File: src/rtl/accumulator_bank_if.sv
// Input-beat / result bus of accumulator_bank. The master drives beats and
// commands; the slave (the bank) returns ready, results and overflow flags.
interface accumulator_bank_if #(
    parameter int WIDTH = 16,
    parameter int CH_W  = 2
);
    localparam int CHANNELS = 2 ** CH_W;

    logic                in_valid;
    logic                in_ready;
    logic [CH_W-1:0]     in_chan;
    logic [WIDTH-1:0]    in;
    logic                clear;
    logic                dump;
    logic                out_valid;
    logic [CH_W-1:0]     out_chan;
    logic [WIDTH-1:0]    out;
    logic [CHANNELS-1:0] overflow;

    modport master (
        output in_valid, in_chan, in, clear, dump,
        input  in_ready, out_valid, out_chan, out, overflow
    );

    modport slave (
        input  in_valid, in_chan, in, clear, dump,
        output in_ready, out_valid, out_chan, out, overflow
    );
endinterface

File: src/rtl/accumulator_bank.sv
// Bank of 2**CH_W unsigned accumulators with sticky overflow and sequential dump.
// Build option: define ACC_SATURATE_EN to clamp overflowing sums instead of wrapping.
//
// state  | meaning
// S_RUN  | accept beats / clears, dump request moves to S_DUMP
// S_DUMP | stream acc[0..CHANNELS-1] one per cycle, inputs ignored
module accumulator_bank #(
    parameter int WIDTH = 16,
    parameter int CH_W  = 2
) (
    input  logic               clk,
    input  logic               reset,
    accumulator_bank_if.slave  bus
);
    localparam int CHANNELS = 2 ** CH_W;

    typedef enum logic {
        S_RUN  = 1'b0,
        S_DUMP = 1'b1
    } state_t;

    state_t              state_q;
    state_t              state_d;
    logic                ready;
    logic                accept;
    logic [CH_W-1:0]     idx_q;
    logic [WIDTH-1:0]    acc_q [CHANNELS];
    logic [CHANNELS-1:0] ovf_q;
    logic [WIDTH-1:0]    out_q;
    logic [CH_W-1:0]     out_chan_q;
    logic                out_valid_q;
    logic [WIDTH-1:0]    base;
    logic [WIDTH:0]      sum;
    logic [WIDTH-1:0]    result;

    always_ff @(posedge clk) begin
        if (reset) begin
            state_q <= S_RUN;
        end else begin
            state_q <= state_d;
        end
    end

    always_comb begin
        state_d = state_q;
        ready   = 1'b0;
        case (state_q)
            S_RUN: begin
                ready = 1'b1;
                if (bus.dump) begin
                    state_d = S_DUMP;
                end
            end
            S_DUMP: begin
                if (idx_q == CH_W'(CHANNELS - 1)) begin
                    state_d = S_RUN;
                end
            end
            default: state_d = S_RUN;
        endcase
    end

    assign accept = bus.in_valid && ready;

    // Clear takes effect before the add when both arrive together.
    assign base = bus.clear ? '0 : acc_q[bus.in_chan];
    assign sum  = {1'b0, base} + {1'b0, bus.in};

`ifdef ACC_SATURATE_EN
    assign result = sum[WIDTH] ? {WIDTH{1'b1}} : sum[WIDTH-1:0];
`else
    assign result = sum[WIDTH-1:0];
`endif

    always_ff @(posedge clk) begin
        if (reset) begin
            for (int i = 0; i < CHANNELS; i++) begin
                acc_q[i] <= '0;
            end
            ovf_q       <= '0;
            idx_q       <= '0;
            out_q       <= '0;
            out_chan_q  <= '0;
            out_valid_q <= 1'b0;
        end else begin
            out_valid_q <= 1'b0;
            case (state_q)
                S_RUN: begin
                    if (accept) begin
                        acc_q[bus.in_chan] <= result;
                        ovf_q[bus.in_chan] <= (ovf_q[bus.in_chan] & ~bus.clear) | sum[WIDTH];
                        out_q              <= result;
                        out_chan_q         <= bus.in_chan;
                        out_valid_q        <= 1'b1;
                    end else if (bus.clear) begin
                        acc_q[bus.in_chan] <= '0;
                        ovf_q[bus.in_chan] <= 1'b0;
                    end
                    if (bus.dump) begin
                        idx_q <= '0;
                    end
                end
                S_DUMP: begin
                    out_q       <= acc_q[idx_q];
                    out_chan_q  <= idx_q;
                    out_valid_q <= 1'b1;
                    idx_q       <= idx_q + 1'b1;
                end
                default: ;
            endcase
        end
    end

    assign bus.in_ready  = ready;
    assign bus.out       = out_q;
    assign bus.out_chan  = out_chan_q;
    assign bus.out_valid = out_valid_q;
    assign bus.overflow  = ovf_q;
endmodule

File: src/flat_wrapper.sv
// flat-port wrapper written by rule: the top's interface ports become plain ports
module accumulator_bank_flat 
#(
    parameter int WIDTH = 16,
    parameter int CH_W  = 2
)
  (clk, reset, bus_in_valid, bus_in_chan, bus_in, bus_clear, bus_dump, bus_in_ready, bus_out_valid, bus_out_chan, bus_out, bus_overflow);
  accumulator_bank_if #(.WIDTH(WIDTH), .CH_W(CH_W)) bus_i ();
  input  logic clk;
  input  logic reset;
  input wire logic [$bits(bus_i.in_valid)-1:0] bus_in_valid;
  input wire logic [$bits(bus_i.in_chan)-1:0] bus_in_chan;
  input wire logic [$bits(bus_i.in)-1:0] bus_in;
  input wire logic [$bits(bus_i.clear)-1:0] bus_clear;
  input wire logic [$bits(bus_i.dump)-1:0] bus_dump;
  output wire logic [$bits(bus_i.in_ready)-1:0] bus_in_ready;
  output wire logic [$bits(bus_i.out_valid)-1:0] bus_out_valid;
  output wire logic [$bits(bus_i.out_chan)-1:0] bus_out_chan;
  output wire logic [$bits(bus_i.out)-1:0] bus_out;
  output wire logic [$bits(bus_i.overflow)-1:0] bus_overflow;
  assign bus_i.in_valid = bus_in_valid;
  assign bus_i.in_chan = bus_in_chan;
  assign bus_i.in = bus_in;
  assign bus_i.clear = bus_clear;
  assign bus_i.dump = bus_dump;
  assign bus_in_ready = bus_i.in_ready;
  assign bus_out_valid = bus_i.out_valid;
  assign bus_out_chan = bus_i.out_chan;
  assign bus_out = bus_i.out;
  assign bus_overflow = bus_i.overflow;
  accumulator_bank #(.WIDTH(WIDTH), .CH_W(CH_W)) u_core (.clk(clk), .reset(reset), .bus(bus_i));
endmodule
File: config.mk
export PLATFORM = sky130hd
export DESIGN_NAME = accumulator_bank_flat
export DESIGN_NICKNAME = d
export VERILOG_FILES = /design/src/rtl/accumulator_bank_if.sv /design/src/rtl/accumulator_bank.sv /design/src/flat_wrapper.sv
export SDC_FILE = /design/constraint.sdc
export NUM_CORES = 1
export LEC_CHECK = 0
export CORE_ASPECT_RATIO = 0.8
export CORE_MARGIN = 2
export CORE_UTILIZATION = 58
export DETAILED_ROUTE_END_ITERATION = 10
export PLACE_DENSITY = 0.85
export SETUP_SLACK_MARGIN = 0.02
export SLEW_MARGIN = 5
export SYNTH_ARGS = -nofsm -noshare
export SYNTH_HDL_FRONTEND = slang
export SYNTH_SLANG_ARGS = --single-unit
File: constraint.sdc
create_clock -name clk -period 5.11 [get_ports clk]
set_clock_uncertainty 0.15 [all_clocks]
set_input_delay 1.022 -clock clk [delete_from_list [all_inputs] [get_ports clk]]
set_output_delay 1.022 -clock clk [all_outputs]
set_load 0.005 [all_outputs]
==> results of run 1 <==
## critical path, stage by stage
cell and delay [ns]:
clkdlybuf4s50_1 0.55, buf_12 0.24, mux4_2 0.52, and2_1 0.20, fa_1 0.44, a21o_1 0.21, a22o_1 0.19, o31a_1 0.33
a41o_1 0.26, a221o_1 0.42, a32o_1 0.30
## final timing paths
check             depth (start not counted)  slack (ns)                endpoint                   start
setup / recovery                         11        0.55  u_core.bus.overflow[0]          bus_in_chan[0]
hold / removal                            2        0.37  u_core.bus.overflow[2]  u_core.bus.overflow[2]
hold reg to reg                           2        0.37  u_core.bus.overflow[2]  u_core.bus.overflow[2]
setup reg to reg                         10        1.49  u_core.bus.overflow[0]      u_core.acc_q[3][0]
## sequential cells by signal (all words and copies together) (netlist names), named ones only
| name | cells |
|---|---|
| u_core.acc_q | 64 |
| u_core.bus.out_valid | 1 |
| u_core.state_q | 1 |
| u_core.bus.overflow | 4 |
| u_core.idx_q | 2 |
| u_core.bus.out_chan | 2 |
| u_core.bus.out | 16 |
## per-stage QoR
stage | cell area [um^2] | hold WS (ns) | total power [W] | utilization
2_1_floorplan | 5015 | 0.3121 | 0.001116 | -
3_3_place_gp | 5648 | 0.3214 | 0.001244 | 0.6687
3_5_place_dp | 5648 | 0.3168 | 0.001260 | 0.6687
4_1_cts | 5851 | 0.3674 | 0.001748 | 0.6927
5_1_grt | 5851 | 0.4043 | 0.001814 | 0.6927
6_report | 5851 | 0.3728 | 0.001754 | 0.6927
## where the power goes
part / internal (W) / switching, W
clock: 0.000224 / 0.000275
combinational: 0.000170 / 0.000204
sequential: 0.000853 / 0.0000283
## layer usage
| metal | wire length [um] | track usage |
|---|---|---|
| met2 | 6345 | 0.4797 |
| met5 | 0 | 0 |
| met4 | 413 | 0.09790 |
| met3 | 1585 | 0.07180 |
| met1 | 5135 | 0.4180 |
## layout make-up
| type | instances | area [um^2] |
|---|---|---|
| Clock buffer | 11 | 162.7 |
| Clock inverter | 5 | 40.04 |
| Fill cell | 600 | 2595 |
| Inverter | 11 | 41.29 |
| Multi-Input combinational cell | 307 | 2399 |
| Sequential cell | 92 | 2482 |
| Tap cell | 112 | 140.1 |
| Timing Repair Buffer | 61 | 585.6 |
## logic make-up after synthesis
logic type | Yosys count
mux | 39
xor+xnor | 11
fa+ha+maj | 18
simple gates | 159
buf+inv | 35
flops | 92
compound gates | 80
## cell usage after synthesis, types with 2 or more instances
cell,instances,area share
nor3b_1,10,0.015
a31o_2,2,0.0035
nand3_1,4,0.0040
xnor2_1,6,0.010
nand2b_1,2,0.0025
ha_1,17,0.042
a211oi_1,4,0.0060
a32o_1,2,0.0040
o21ai_1,2,0.0020
a2111oi_0,3,0.0052
o2bb2ai_1,2,0.0035
buf_2,2,0.0020
a31oi_1,3,0.0037
nor2_1,79,0.059
and2_1,16,0.020
o21ai_0,5,0.0050
xor2_1,5,0.0087
o211ai_1,2,0.0030
edfxtp_1,64,0.38
and3_1,6,0.0075
a21o_1,9,0.013
a32oi_1,4,0.0070
nor3_1,10,0.010
nor2b_1,5,0.0062
a21oi_1,30,0.030
inv_1,10,0.0075
mux2i_1,6,0.012
buf_1,6,0.0045
dfxtp_1,28,0.11
nand2_1,25,0.019
clkbuf_1,16,0.012
mux4_2,33,0.15
a41o_1,2,0.0040
==> impl_metrics.tcl, run 1 <==
set metrics [dict create \
    status "finished, final reports clean" \
    nNetsFinal 523 \
    synthFlopType "edfxtp_1" \
    ant_nets 0 \
    p_leak_nw 2.256 \
    root_buffer "clkbuf_8" \
    path_clk_slew_ns 0.09 \
    setup_ws_ns 0.5486 \
    hp-class "reg2reg" \
    crit_type "in2reg" \
    period_needed_ns 4.561 \
    numCtsBuffers 9 \
    finalSetupViolations 0 \
    pre_cts_slack_ns 0.2130 \
    grt_overflow 0 \
    layout_common_cells "79 x nor2_1, 64 x edfxtp_1, 46 x clkdlybuf4s50_1" \
    antenna_found_initial 0 \
    track_usage 0.3022 \
    clkSinkCount 92 \
    antenna_cells 0 \
    initial_utilization 0.5938 \
    power_density_nw_per_um2 299.8 \
    dp_hpwl_mm 8.991 \
    yosysSeqAreaShare 0.4950 \
    tns_ns 0 \
    postSynth.asyncResetShare 0 \
    remaining_drc_errors 0 \
    crit_required_ns 5.22 \
    drv_cap 0 \
    ctsHtreeMaxLevel 3 \
    stdcell_count 599 \
    syn_area_um2 5015 \
    synth_top_family_by_area "multiplexers" \
    cp.arrival_ns 4.67 \
    grt_pass1_vias 3881 \
    core-area_um2 8446 \
    cts_tree "done" \
    wl_per_cell_um 22.50 \
    num_vias 3966 \
    synthXorXnorAreaFrac 0.01921 \
    drt_pass1_iterations 7 \
    yosysUniqueCellTypes 47 \
    rows 30 \
    worst_ir_drop_vdd_v 0.0001981 \
    synth-adder-area-share 0.04641 \
    cts_buffer_depth 2 \
    dieHeight_um 87.17 \
    critPathMaxFanout 23 \
    finalCritPeriodShare 0.8926 \
    via_per_inst 6.621 \
    critPathCaptureType "register" \
    avgSynthCellArea_um2 11.55 \
    cts_resized 0 \
    final_common_cell "nor2_1" \
    post_cts_buffers 0 \
    fmaxAchievable_ghz 0.2192 \
    tightest_slew_ns 0.9428 \
    gp_congestion 0.8880 \
    synth-simple-area-share 0.1455 \
    wl_mm 13.48 \
    grt_pass1_wl_mm 20.86 \
    ys_ff_latch 92 \
    port_buffers 46 \
    ioPinCount 47 \
    synth_compound_area_frac 0.1070 \
    insertion_delay_ns 0.37 \
    drive_gt1_frac 0.1355 \
    synth_fp_nets 475 \
    maxSlewHeadroom 0.3706 \
    synth_enable_flop_cells 64 \
    synthCells 434 \
    hold_viol 0 \
    die_w_um 108.0 \
    grt_max_degree 29 \
    maxSlewViolCount 0 \
    rsz0062_at_grt "no" \
    first_iter_violations 514 \
    area_growth_pct 16.67 \
    ctsHoldBuffers 0 \
    place_inst 583 \
    muxShareOfSynthArea 0.1602 \
    fp.dieArea_um2 9411 \
    yosys_warnings 0 \
    start_kind "input port" \
]
No activity file was read; power rests on OpenSTA's default activity.
==> run 2: changes to the inputs <==
--- a/config.mk
+++ b/config.mk
@@ -7,9 +7,10 @@
 export LEC_CHECK = 0
 export CORE_ASPECT_RATIO = 0.8
 export CORE_MARGIN = 2
-export CORE_UTILIZATION = 58
+export CORE_UTILIZATION = 52
+export CTS_CLUSTER_DIAMETER = 40
 export DETAILED_ROUTE_END_ITERATION = 10
-export PLACE_DENSITY = 0.85
+export PLACE_DENSITY = 0.86
 export SETUP_SLACK_MARGIN = 0.02
 export SLEW_MARGIN = 5
 export SYNTH_ARGS = -nofsm -noshare
==> constraint.sdc (replaced) <==
create_clock -name clk -period 3.7 [get_ports clk]
set_clock_uncertainty 0.15 [all_clocks]
set_input_delay 0.74 -clock clk [delete_from_list [all_inputs] [get_ports clk]]
set_output_delay 0.74 -clock clk [all_outputs]
set_load 0.005 [all_outputs]
==> run 2 against run 1 <==
  * Utilization down 0.89 points
  * Die area rose by 11%
  * Combinational power rose by 67%
  * Flip-flop and latch count did not move
  * Final area rose by 11%
  * Non-clock buffer count rose by 52
  * First-iteration DRC count is 21% lower
  * Via count up 5.0%
  * Total power increased by 59%
  * Register-to-register slack worse by 1.3 ns
  * Critical path type unchanged
  * Critical endpoint is now u_core.acc_q[1][15]
==> impl_metrics.tcl, run 2 (synthesis results as in run 1) <==
set metrics [dict create \
    status "finished, final reports clean" \
    hold_ws_ns 0.3399 \
    hp-class "reg2reg" \
    track_usage 0.2864 \
    maxSlewViolCount 0 \
    dieHeight_um 91.84 \
    cts_tree "done" \
    via_per_inst 6.328 \
    ioPinCount 47 \
    core-area_um2 9529 \
    critPathMaxFanout 8 \
    top_register "u_core.acc_q" \
    hold_start "u_core.bus.overflow[3]" \
    finalCritPeriodShare 0.9713 \
    die_w_um 113.8 \
    reg2reg_depth 10 \
    root_buffer "clkbuf_16" \
    min_path_cells 2 \
    largest_reg_flops 64 \
    dp_hpwl_mm 9.466 \
    grt_pass1_wl_mm 22.40 \
    clkSinkCount 92 \
    wl_per_cell_um 21.58 \
    tightest_slew_ns 0.9265 \
    ant_nets 0 \
    cp.arrival_ns 3.53 \
    grt_overflow 0 \
    maxSlewHeadroom 0.3815 \
    r2r_slack_ns 0.23 \
    start_kind "input port" \
    utilization 0.6838 \
    num_vias 4164 \
    drive_gt1_frac 0.2449 \
    hold_viol 0 \
    crit_required_ns 3.63 \
    fp.dieArea_um2 10450 \
    place_inst 635 \
    path_clk_slew_ns 0.06 \
    gp_congestion 0.9151 \
    fmaxAchievable_ghz 0.2782 \
    drt_pass1_iterations 5 \
    numCtsBuffers 9 \
    crit_type "in2reg" \
    grt_max_degree 29 \
    grt_pass1_vias 4313 \
    holdPathEnd "u_core.bus.overflow[3]" \
    first_iter_violations 406 \
    period_needed_ns 3.594 \
    ctsHtreeMaxLevel 3 \
    fillers 686 \
    multi_input_area_um2 2542 \
    p_leak_nw 2.610 \
    critPathCaptureType "register" \
    power_w 0.002796 \
    rows 32 \
    timing.rr.start "u_core.acc_q[3][0]" \
    stdcell_count 658 \
    remaining_drc_errors 0 \
    drv_cap 0 \
    rsz0062_at_grt "no" \
    tns_ns 0 \
    area_growth_pct 29.94 \
    antenna_found_initial 0 \
    cts_buffer_depth 2 \
    regArea_um2 2482 \
    worst_ir_drop_vdd_v 0.0002814 \
    antenna_cells 0 \
    port_buffers 46 \
    crit-reg2reg-capture "u_core.bus.overflow[0]" \
    final_common_cell "nor2_1" \
    initial_utilization 0.5263 \
    finalSetupViolations 0 \
    insertion_delay_ns 0.35 \
    nNetsFinal 575 \
    power_density_nw_per_um2 429.1 \
    wl_mm 14.20 \
    layout_common_cells "79 x nor2_1, 64 x edfxtp_1, 63 x buf_4" \
]
==> run 2: changes by cell type in the layout (fill, tap and decap cells not counted), sizes merged, moves of 2 or more <==
| cell | change |
|---|---|
| clkdlybuf4s50 | -3 |
| inv | -2 |
| clkbuf | +2 |
| buf | +53 |
==> run 2: worst max-delay path by stage <==
stage	startpoint	to	slack [ns]	depth (start not counted)
finish	bus_in_chan[1]	u_core.acc_q[1][15]	0.11	14
global route	bus_in_chan[1]	u_core.bus.overflow[0]	0.02	12
CTS	bus_in_chan[0]	u_core.bus.overflow[0]	0.03	12
detailed placement	bus_in_chan[0]	u_core.acc_q[1][15]	-0.86	12
global placement	bus_in_chan[0]	u_core.acc_q[0][15]	-0.80	12
floorplan	bus_in_chan[0]	u_core.bus.overflow[0]	-0.06	11
==> run 2: layer usage <==
| layer | vias to the layer above | global-route usage | routed length, um |
|---|---|---|---|
| met1 | 2011 | 0.3677 | 5505 |
| met2 | 256 | 0.4631 | 6768 |
| met5 | - | 0 | 0 |
| li1 | 1842 | - | - |
| met4 | 0 | 0.1118 | 450 |
| met3 | 55 | 0.08196 | 1474 |
==> run 2: final cells by class <==
cell class | instances | share of cell area
Clock buffer | 13 | 0.03994
Clock inverter | 3 | 0.007104
Inverter | 11 | 0.006336
Multi-Input combinational cell | 307 | 0.3902
Sequential cell | 92 | 0.3810
Tap cell | 119 | 0.02285
Timing Repair Buffer | 113 | 0.1526
==> run 2: through the flow <==
step / instance area, um^2 / setup slack [ns]
5_1_grt: 6516 / 0.01582
3_3_place_gp: 6027 / -0.7957
4_1_cts: 6404 / 0.03082
3_5_place_dp: 6027 / -0.8552
6_report: 6516 / 0.1060
2_1_floorplan: 5081 / -0.05761
==> run 2: timing repair <==
action	4_1_cts	5_1_grt
hold buffers	0	0
setup endpoints to repair	49	32
buffers inserted	4	3
pin swaps	7	9
gates resized for setup	16	15
cloned	0	0
==> run 2: where the power goes <==
group	total (W)	switching, W	internal, W
registers	0.00122	0.0000392	0.00118
logic	0.000624	0.000313	0.000311
clock network	0.000955	0.000392	0.000563
total	0.00280	0.000745	0.00205
==> run 2: critical path: stages <==
cell and delay (ns):
clkdlybuf4s15_1 0.24, buf_6 0.18, buf_4 0.17, mux4_2 0.28, and2_1 0.18, ha_1 0.29, buf_4 0.17, and3_1 0.23
nand2_1 0.17, o21bai_1 0.21, o311ai_4 0.18, buf_4 0.19, xnor2_4 0.19, nor2_1 0.09
